### src/rtl/rv_inst_encoder.sv
// RV32I instruction encoder/loader: packs decoded fields into 32-bit words,
// buffers them in a small FIFO and writes them to consecutive memory addresses.
module rv_inst_encoder #(
  parameter int unsigned ADDR_W = 32,
  parameter int unsigned DEPTH  = 4,
  parameter int unsigned CNT_W  = 16
) (
  input  logic              clk,
  input  logic              rst,
  input  logic              start,
  input  logic [ADDR_W-1:0] base_addr,
  input  logic              in_valid,
  output logic              in_ready,
  input  logic              in_last,
  input  logic [2:0]        op,
  input  logic [4:0]        rd,
  input  logic [4:0]        rs1,
  input  logic [4:0]        rs2,
  input  logic [2:0]        f3,
  input  logic [6:0]        f7,
  input  logic [31:0]       imm,
  output logic              mem_we,
  input  logic              mem_ready,
  output logic [ADDR_W-1:0] mem_addr,
  output logic [31:0]       mem_wdata,
  output logic              busy,
  output logic              done,
  output logic [CNT_W-1:0]  count
);

  localparam int unsigned AW = (DEPTH > 1) ? $clog2(DEPTH) : 1;
  localparam int unsigned PW = AW + 1;

  typedef enum logic [1:0] {IDLE, RUN, DRAIN, DONE} state_t;

  state_t        state;
  logic [31:0]   fifo [DEPTH];
  logic [PW-1:0] wr_ptr;
  logic [PW-1:0] rd_ptr;
  logic [PW-1:0] occ;
  logic [PW-1:0] occ_nxt;
  logic [31:0]   enc;
  logic          start_ok;
  logic          fire;
  logic          empty;
  logic          push;
  logic          pop;

  // Field packing per op class
  always_comb begin
    enc = '0;
    case (op)
      3'd0:    enc = {f7, rs2, rs1, f3, rd, 7'b0110011};
      3'd1:    enc = {imm[11:0], rs1, f3, rd, 7'b0010011};
      3'd2:    enc = {imm[11:0], rs1, 3'b010, rd, 7'b0000011};
      3'd3:    enc = {imm[11:0], rs1, 3'b000, rd, 7'b1100111};
      3'd4:    enc = {imm[11:5], rs2, rs1, f3, imm[4:0], 7'b0100011};
      3'd5:    enc = {imm[12], imm[10:5], rs2, rs1, f3, imm[4:1], imm[11], 7'b1100011};
      3'd6:    enc = {imm[31:12], rd, 7'b0110111};
      default: enc = {imm[20], imm[10:1], imm[11], imm[19:12], rd, 7'b1101111};
    endcase
  end

  // Handshake and occupancy bookkeeping
  always_comb begin
    start_ok = (state == IDLE) && start;
    fire     = mem_we && mem_ready;
    empty    = (wr_ptr == rd_ptr);
    push     = (state == RUN) && in_valid && in_ready;
    pop      = ((state == RUN) || (state == DRAIN)) && !empty && (!mem_we || mem_ready);
    occ      = wr_ptr - rd_ptr;
    occ_nxt  = occ + PW'(push) - PW'(pop);
  end

  always_ff @(posedge clk) begin
    if (push) fifo[wr_ptr[AW-1:0]] <= enc;
  end

  always_ff @(posedge clk or posedge rst) begin
    if (rst) begin
      wr_ptr <= '0;
      rd_ptr <= '0;
    end else if (start_ok) begin
      wr_ptr <= '0;
      rd_ptr <= '0;
    end else begin
      if (push) wr_ptr <= wr_ptr + PW'(1);
      if (pop)  rd_ptr <= rd_ptr + PW'(1);
    end
  end

  // Output stage: mem_addr doubles as the running write address
  always_ff @(posedge clk or posedge rst) begin
    if (rst) begin
      mem_we    <= 1'b0;
      mem_wdata <= '0;
      mem_addr  <= '0;
      count     <= '0;
    end else begin
      if (start_ok) begin
        mem_addr <= base_addr;
        count    <= '0;
      end else if (fire) begin
        mem_addr <= mem_addr + ADDR_W'(4);
        count    <= count + CNT_W'(1);
      end
      if (pop) begin
        mem_we    <= 1'b1;
        mem_wdata <= fifo[rd_ptr[AW-1:0]];
      end else if (fire) begin
        mem_we    <= 1'b0;
      end
    end
  end

  // Session FSM; in_ready is registered from next-cycle occupancy
  always_ff @(posedge clk or posedge rst) begin
    if (rst) begin
      state    <= IDLE;
      in_ready <= 1'b0;
      busy     <= 1'b0;
      done     <= 1'b0;
    end else begin
      done <= 1'b0;
      case (state)
        IDLE: begin
          if (start) begin
            state    <= RUN;
            busy     <= 1'b1;
            in_ready <= 1'b1;
          end
        end
        RUN: begin
          if (push && in_last) begin
            state    <= DRAIN;
            in_ready <= 1'b0;
          end else begin
            in_ready <= (occ_nxt != PW'(DEPTH));
          end
        end
        DRAIN: begin
          if (empty && !mem_we) begin
            state <= DONE;
            done  <= 1'b1;
          end
        end
        DONE: begin
          state <= IDLE;
          busy  <= 1'b0;
        end
        default: state <= IDLE;
      endcase
    end
  end

endmodule
### config.mk
export PLATFORM = sky130hd
export DESIGN_NAME = rv_inst_encoder
export DESIGN_NICKNAME = d
export VERILOG_FILES = /design/src/rtl/rv_inst_encoder.sv
export SDC_FILE = /design/constraint.sdc
export NUM_CORES = 1
export LEC_CHECK = 0
export BUFFER_PORTS_ARGS = -buffer_cell sky130_fd_sc_hd__buf_2
export CORE_MARGIN = 2
export CORE_UTILIZATION = 56
export CTS_CLUSTER_DIAMETER = 200
export DETAILED_ROUTE_END_ITERATION = 8
export PLACE_DENSITY = 0.91
export SYNTH_ARGS = -nofsm -noshare
export SYNTH_HDL_FRONTEND = slang
export SYNTH_SLANG_ARGS = --single-unit
### constraint.sdc
create_clock -name clk -period 4.17 [get_ports clk]
set_clock_uncertainty 0.1 [all_clocks]
set_input_delay 0.417 -clock clk [delete_from_list [all_inputs] [get_ports clk]]
set_output_delay 0.417 -clock clk [all_outputs]
set_load 0.02 [all_outputs]
# [Word level (Yosys, flattened, before mapping)]
# Memories as Yosys holds them, arrays and structs flattened. A register that Yosys moved wholly into a read port is not among the register bits.
# Index checks and enable logic that the tools add are counted.
[totals] ff_bits=60 ramBits=128 input_bits=98 output_inout_bits=84 elab_cells=77 n_memories=1
[memory_table] name="fifo" depth=4 width=32 rd=1 rd_clocked_by_memory_dff=1 wr=1 line="37" source="logic [31:0] fifo [DEPTH];"
[op_classes] add_sub_neg=7 eq_ne=14 muxes=23 reduce_logical=23
[op_table] cell="32-bit one-hot mux with 7 select lines" n=1
[op_table] cell="32-bit 2-to-1 mux" n=2
[op_table] cell="32-bit by 3-bit adder with 32-bit output, second input constant" n=1
[op_table] cell="16-bit 2-to-1 mux" n=2
[op_table] cell="16-bit by 1-bit adder with 16-bit output, second input constant" n=1
[op_table] cell="3-bit 2-to-1 mux" n=4
[op_table] cell="2-bit nonzero test" n=6
[op_table] cell="3-bit equality test, second input constant" n=3
[op_table] cell="1-bit logical AND" n=8
[op_table] cell="1-bit 2-to-1 mux" n=8
[op_table] cell="2-bit one-hot mux with 4 select lines" n=1
[op_table] cell="3-bit by 1-bit adder with 3-bit output, second input constant" n=2
[op_table] cell="3-bit by 2-bit equality test with 1-bit output, second input constant" n=2
[op_table] cell="2-bit 2-to-1 mux" n=3
[op_table] cell="2-bit equality test, second input constant" n=2
[op_table] cell="2-bit by 1-bit != test with 1-bit output, second input constant" n=2
[op_table] cell="1-bit one-hot mux with 2 select lines" n=2
[op_table] cell="2-bit AND reduction" n=2
[op_table] cell="3-bit by 1-bit adder with 3-bit output" n=1
[op_table] cell="3-bit by 1-bit equality test with 1-bit output, second input constant" n=1
[op_table] cell="3-bit equality test" n=1
[op_table] cell="3-bit zero test" n=1
[op_table] cell="3-bit != test, second input constant" n=1
[op_table] cell="3-bit AND reduction" n=1
[op_table] cell="7 further kinds" n=9

# [Logic depth before layout (Yosys ltp)]
[logic_depth] ltp_word=8 mapped_depth=11 mapped_depth_nobuf=10

# [Worst setup path after synthesis]
# No wires, ideal clock.
[synth_path] kind="register to register" start="register rd_ptr[0]" end="register in_ready" setup_ns=0.126 arrival_time_ns=2.851 path_slack_ns=1.093 path_stages_with_launch=12 path_buffers=2 synth_period_minus_slack_ns=3.077 cell_sequence="dfrtp_1 clkbuf_1 xor2_1 o311ai_2 buf_2 fa_1 fa_1 ha_1 xnor2_1 xnor2_1 o21ai_0 mux2i_1"
[synth_between] elab_chain_len=8 word_cells_on_any_way=10
[synth_rtl] item="from (decl)" line="39" source="logic [PW-1:0] rd_ptr;"
[synth_rtl] item="from (signal assigned)" line="88" source="if (pop) rd_ptr <= rd_ptr + PW'(1);"
[synth_rtl] item="parallel branches: the longest is 4 deep, another holds 3-bit subtractor"
[synth_rtl] item="3-bit by 1-bit subtractor with 3-bit output *" line="72" source="occ_nxt = occ + PW'(push) - PW'(pop);"
[synth_rtl] item="3-bit != test *" line="138" source="in_ready <= (occ_nxt != PW'(DEPTH));"
[synth_rtl] item="1-bit 2-to-1 mux *" line="134" source="if (push && in_last) begin"
[synth_rtl] item="1-bit one-hot mux with 2 select lines *" line="125" source="case (state)"
[synth_rtl] item="to (signal assigned)" line="138"
[synth_rtl] item="to (decl)" line="13" source="output logic in_ready,"
# Mark *: on every way between the ends.
# A chain may end at the register's enable or synchronous reset.

# [Worst setup path in the final report]
# Ends and elaborated chain as after synthesis.

==> reports/qor.yml <==
crit_type: "flop to flop"
postLayoutCellArea_um2: 11300
routedWlPerCell_um: 19.4
slowest_stage: "buf_4"
route.detailed.drc: 0
grtUsageTotal: 0.242
worst_slew_pin_slew_ns: 0.835
status: "finished, violations left"
max-slew-margin-rel: 0.443
layout_common_cells: "buf_2, edfxtp_1, dfrtp_1"
area_growth_pct: 19.1
p_per_area_nw_per_um2: 701
regArea_um2: 5880
initial_core_util: 0.573
viasPerCell: 5.87
vias: 6621
yosys_warnings: 0
async_flop_share: 0.431
cts-root-buf: "clkbuf_16"
p_int_mw: 5.09
grt_overflow: 0
min_period_ns: 2.94
cts_tree: "done"
antenna_found_initial: 0
core_area_um2: 16600
wirelength_um: 21800
crit_family: "adder cells"
gp_congestion: 0.849
numCtsBuffers: 21
dieHeight_um: 134
leakage_nw: 4.48
cts.sinks: 211
comb_power_share: 0.364
hold_path.class: "input port to async pin"
h-tree-depth: 1
portBuffers: 181
power.share.switching: 0.359
rows: 47
fillers: 1138
clk_path_buf_depth: 3
place.detailed.hpwl_um: 13700
slew_viol_final: 0
multi_input_area_um2: 3400
hold_viol_final: 15
worstPathMaxFanout: 32
cts_resized: 0
ant_nets: 0
cp_cell_sequence: "buf_4 -> inv_1 -> fa_1 -> fa_1 -> ha_1 -> xnor2_1 -> xnor2_1 -> o21ai_0 -> mux2i_1"
ctsHoldBuffers: 0
grt_pass1_wl_um: 34200
rsz0062_at_grt: "false"
layout_commonest_cell: "buf_2"
setup_viol: 0
grt_pass1_vias: 6420
vdd_drop_max_mv: 0.463
diodes: 0
ys_seq_elements: 211
netlist_instances: 717
synth_area_per_cell_um2: 13.3
synth-edff-count: 120
maxCapViolations: 0
p_switching_mw: 2.84
clk_pin_slew_ns: 0.06
place_area_um2: 10600
crit_path_end_kind: "flop"
die-width_um: 134
io_pins: 182
drt_first_iter_violations: 467
ys_seq_area_frac: 0.618
startpoint_type: "flop"
drive_gt1_frac: 0.332
worstPathRequired_ns: 4.44
syn_nets: 830
netlist_area_um2: 9510
worst_ep_arrival_time_ns: 3.21
synth.distinct_cells: 48
clockPowerShare: 0.242
postCtsSetupRepairBufs: 0
dr.pass1.iters: 5
nets: 1005
seqPwrFrac: 0.394
crit_path_max_incr_delay_ns: 0.52
die_area_um2: 18000
finalCritPeriodShare: 0.704
grt_max_degree: 68
ys.flop_type: "edfxtp_1"
clock_latency_ns: 0.50
max_freq_ghz: 0.341
holdWs_ns: -0.0297
critPathBufInv: 2
violations: "negative hold slack"
power_mw: 7.93
fin_tns_setup_ns: 0
## synth_stat cells (2+ instances only)
master,n,area share
edfxtp_1,120,0.38
and2_1,9,0.0059
o21ai_0,36,0.019
o22a_1,4,0.0037
o221a_2,4,0.0047
or2_2,2,0.0013
ha_1,13,0.017
nor3_1,7,0.0037
inv_1,22,0.0087
mux2i_1,4,0.0042
o31ai_1,14,0.011
and4_1,5,0.0046
dfrtp_1,91,0.24
clkbuf_1,30,0.012
nor4_1,4,0.0026
or3_1,17,0.011
a21oi_1,20,0.011
nor2b_1,2,0.0013
buf_2,4,0.0021
buf_1,4,0.0016
o22ai_1,11,0.0072
fa_1,2,0.0042
nor2_1,46,0.018
or4_1,18,0.014
xnor2_1,19,0.018
xor2_1,10,0.0092
a31oi_1,16,0.011
mux2_2,36,0.043
nand2_1,67,0.026
nand3_1,19,0.010
and3_1,3,0.0020
nand4_1,11,0.0072
o211ai_1,2,0.0016
nand2b_1,2,0.0013
mux4_2,30,0.071
## metrics by stage
stage	hold WS, ns	utilization	setup WS [ns]	std cells
floorplan	0.422	-	1.09	717
global placement	0.353	0.641	1.30	1089
detailed placement	0.365	0.641	1.19	1089
CTS	0.00102	0.683	1.18	1127
global route	0.0116	0.683	0.996	1127
finish	-0.0297	0.683	1.23	1127
## power by group through the flow
stage	sequential, mW	clock [mW]	combinational [mW]
4_1_cts	3.12	1.94	2.92
2_1_floorplan	3.47	0	1.65
6_report	3.12	1.92	2.89
3_5_place_dp	3.14	0	2.87
3_3_place_gp	3.12	0	2.77
5_1_grt	3.18	2.02	3.14
## state kept, by name, indices dropped and copies added (netlist names)
register   count
done           1
fifo         120
wr_ptr         3
in_ready       1
count         16
busy           1
mem_addr      32
rd_ptr         3
mem_wdata     31
mem_we         1
state          2
## cell type report
type	count	area share
multi-input cells	445	0.300
well taps	220	0.0243
clock inverters	11	0.0124
inverters	22	0.00751
repair buffers	191	0.0866
flip-flops and latches	211	0.520
clock buffers	27	0.0493
## path summary, 6_finish.rpt
path                                               from                         to  slack (ns)  depth (start not counted)
worst min register to register  mem_addr[1]$_DFFE_PP0P_    mem_addr[1]$_DFFE_PP0P_        0.38                          2
min in group clk                           base_addr[1]    mem_addr[1]$_DFFE_PP0P_        0.01                          3
worst min-delay path                                rst   mem_addr[25]$_DFFE_PP0P_       -0.03                          2
worst max register to register    rd_ptr[0]$_DFFE_PP0P_       in_ready$_DFFE_PP0P_        1.23                          9
max in group asynchronous                           rst  mem_wdata[13]$_DFFE_PP0P_        3.11                          3
worst max-delay path              rd_ptr[0]$_DFFE_PP0P_       in_ready$_DFFE_PP0P_        1.23                          9
## routing by layer
layer,routed length [um],part of all wire,up-vias,GRT usage
li1,-,-,3046,-
met1,8560,0.39,3219,0.320
met2,11000,0.50,321,0.415
met3,1770,0.081,35,0.0465
met4,484,0.022,0,0.0661
met5,0,0,-,0
## kinds of logic (layout without fill, tap and decap cells)
family,after synthesis,after routing,share of synthesized area
flops,211,211,0.618
compound gates,115,115,0.0763
xor+xnor,29,29,0.0267
simple gates,215,215,0.113
buf+inv,61,251,0.0250
mux,70,70,0.118
fa+ha+maj,16,16,0.0224
## worst reg2reg max path: cells and delay by family, from the launching register on
kind	cells	cell delay [ns]
buf+inv	2	0.71
xor+xnor	2	0.25
compound gates	1	0.18
mux	1	0.09
flops	1	0.36
fa+ha+maj	3	1.11
(Power assumes the default switching activity.)
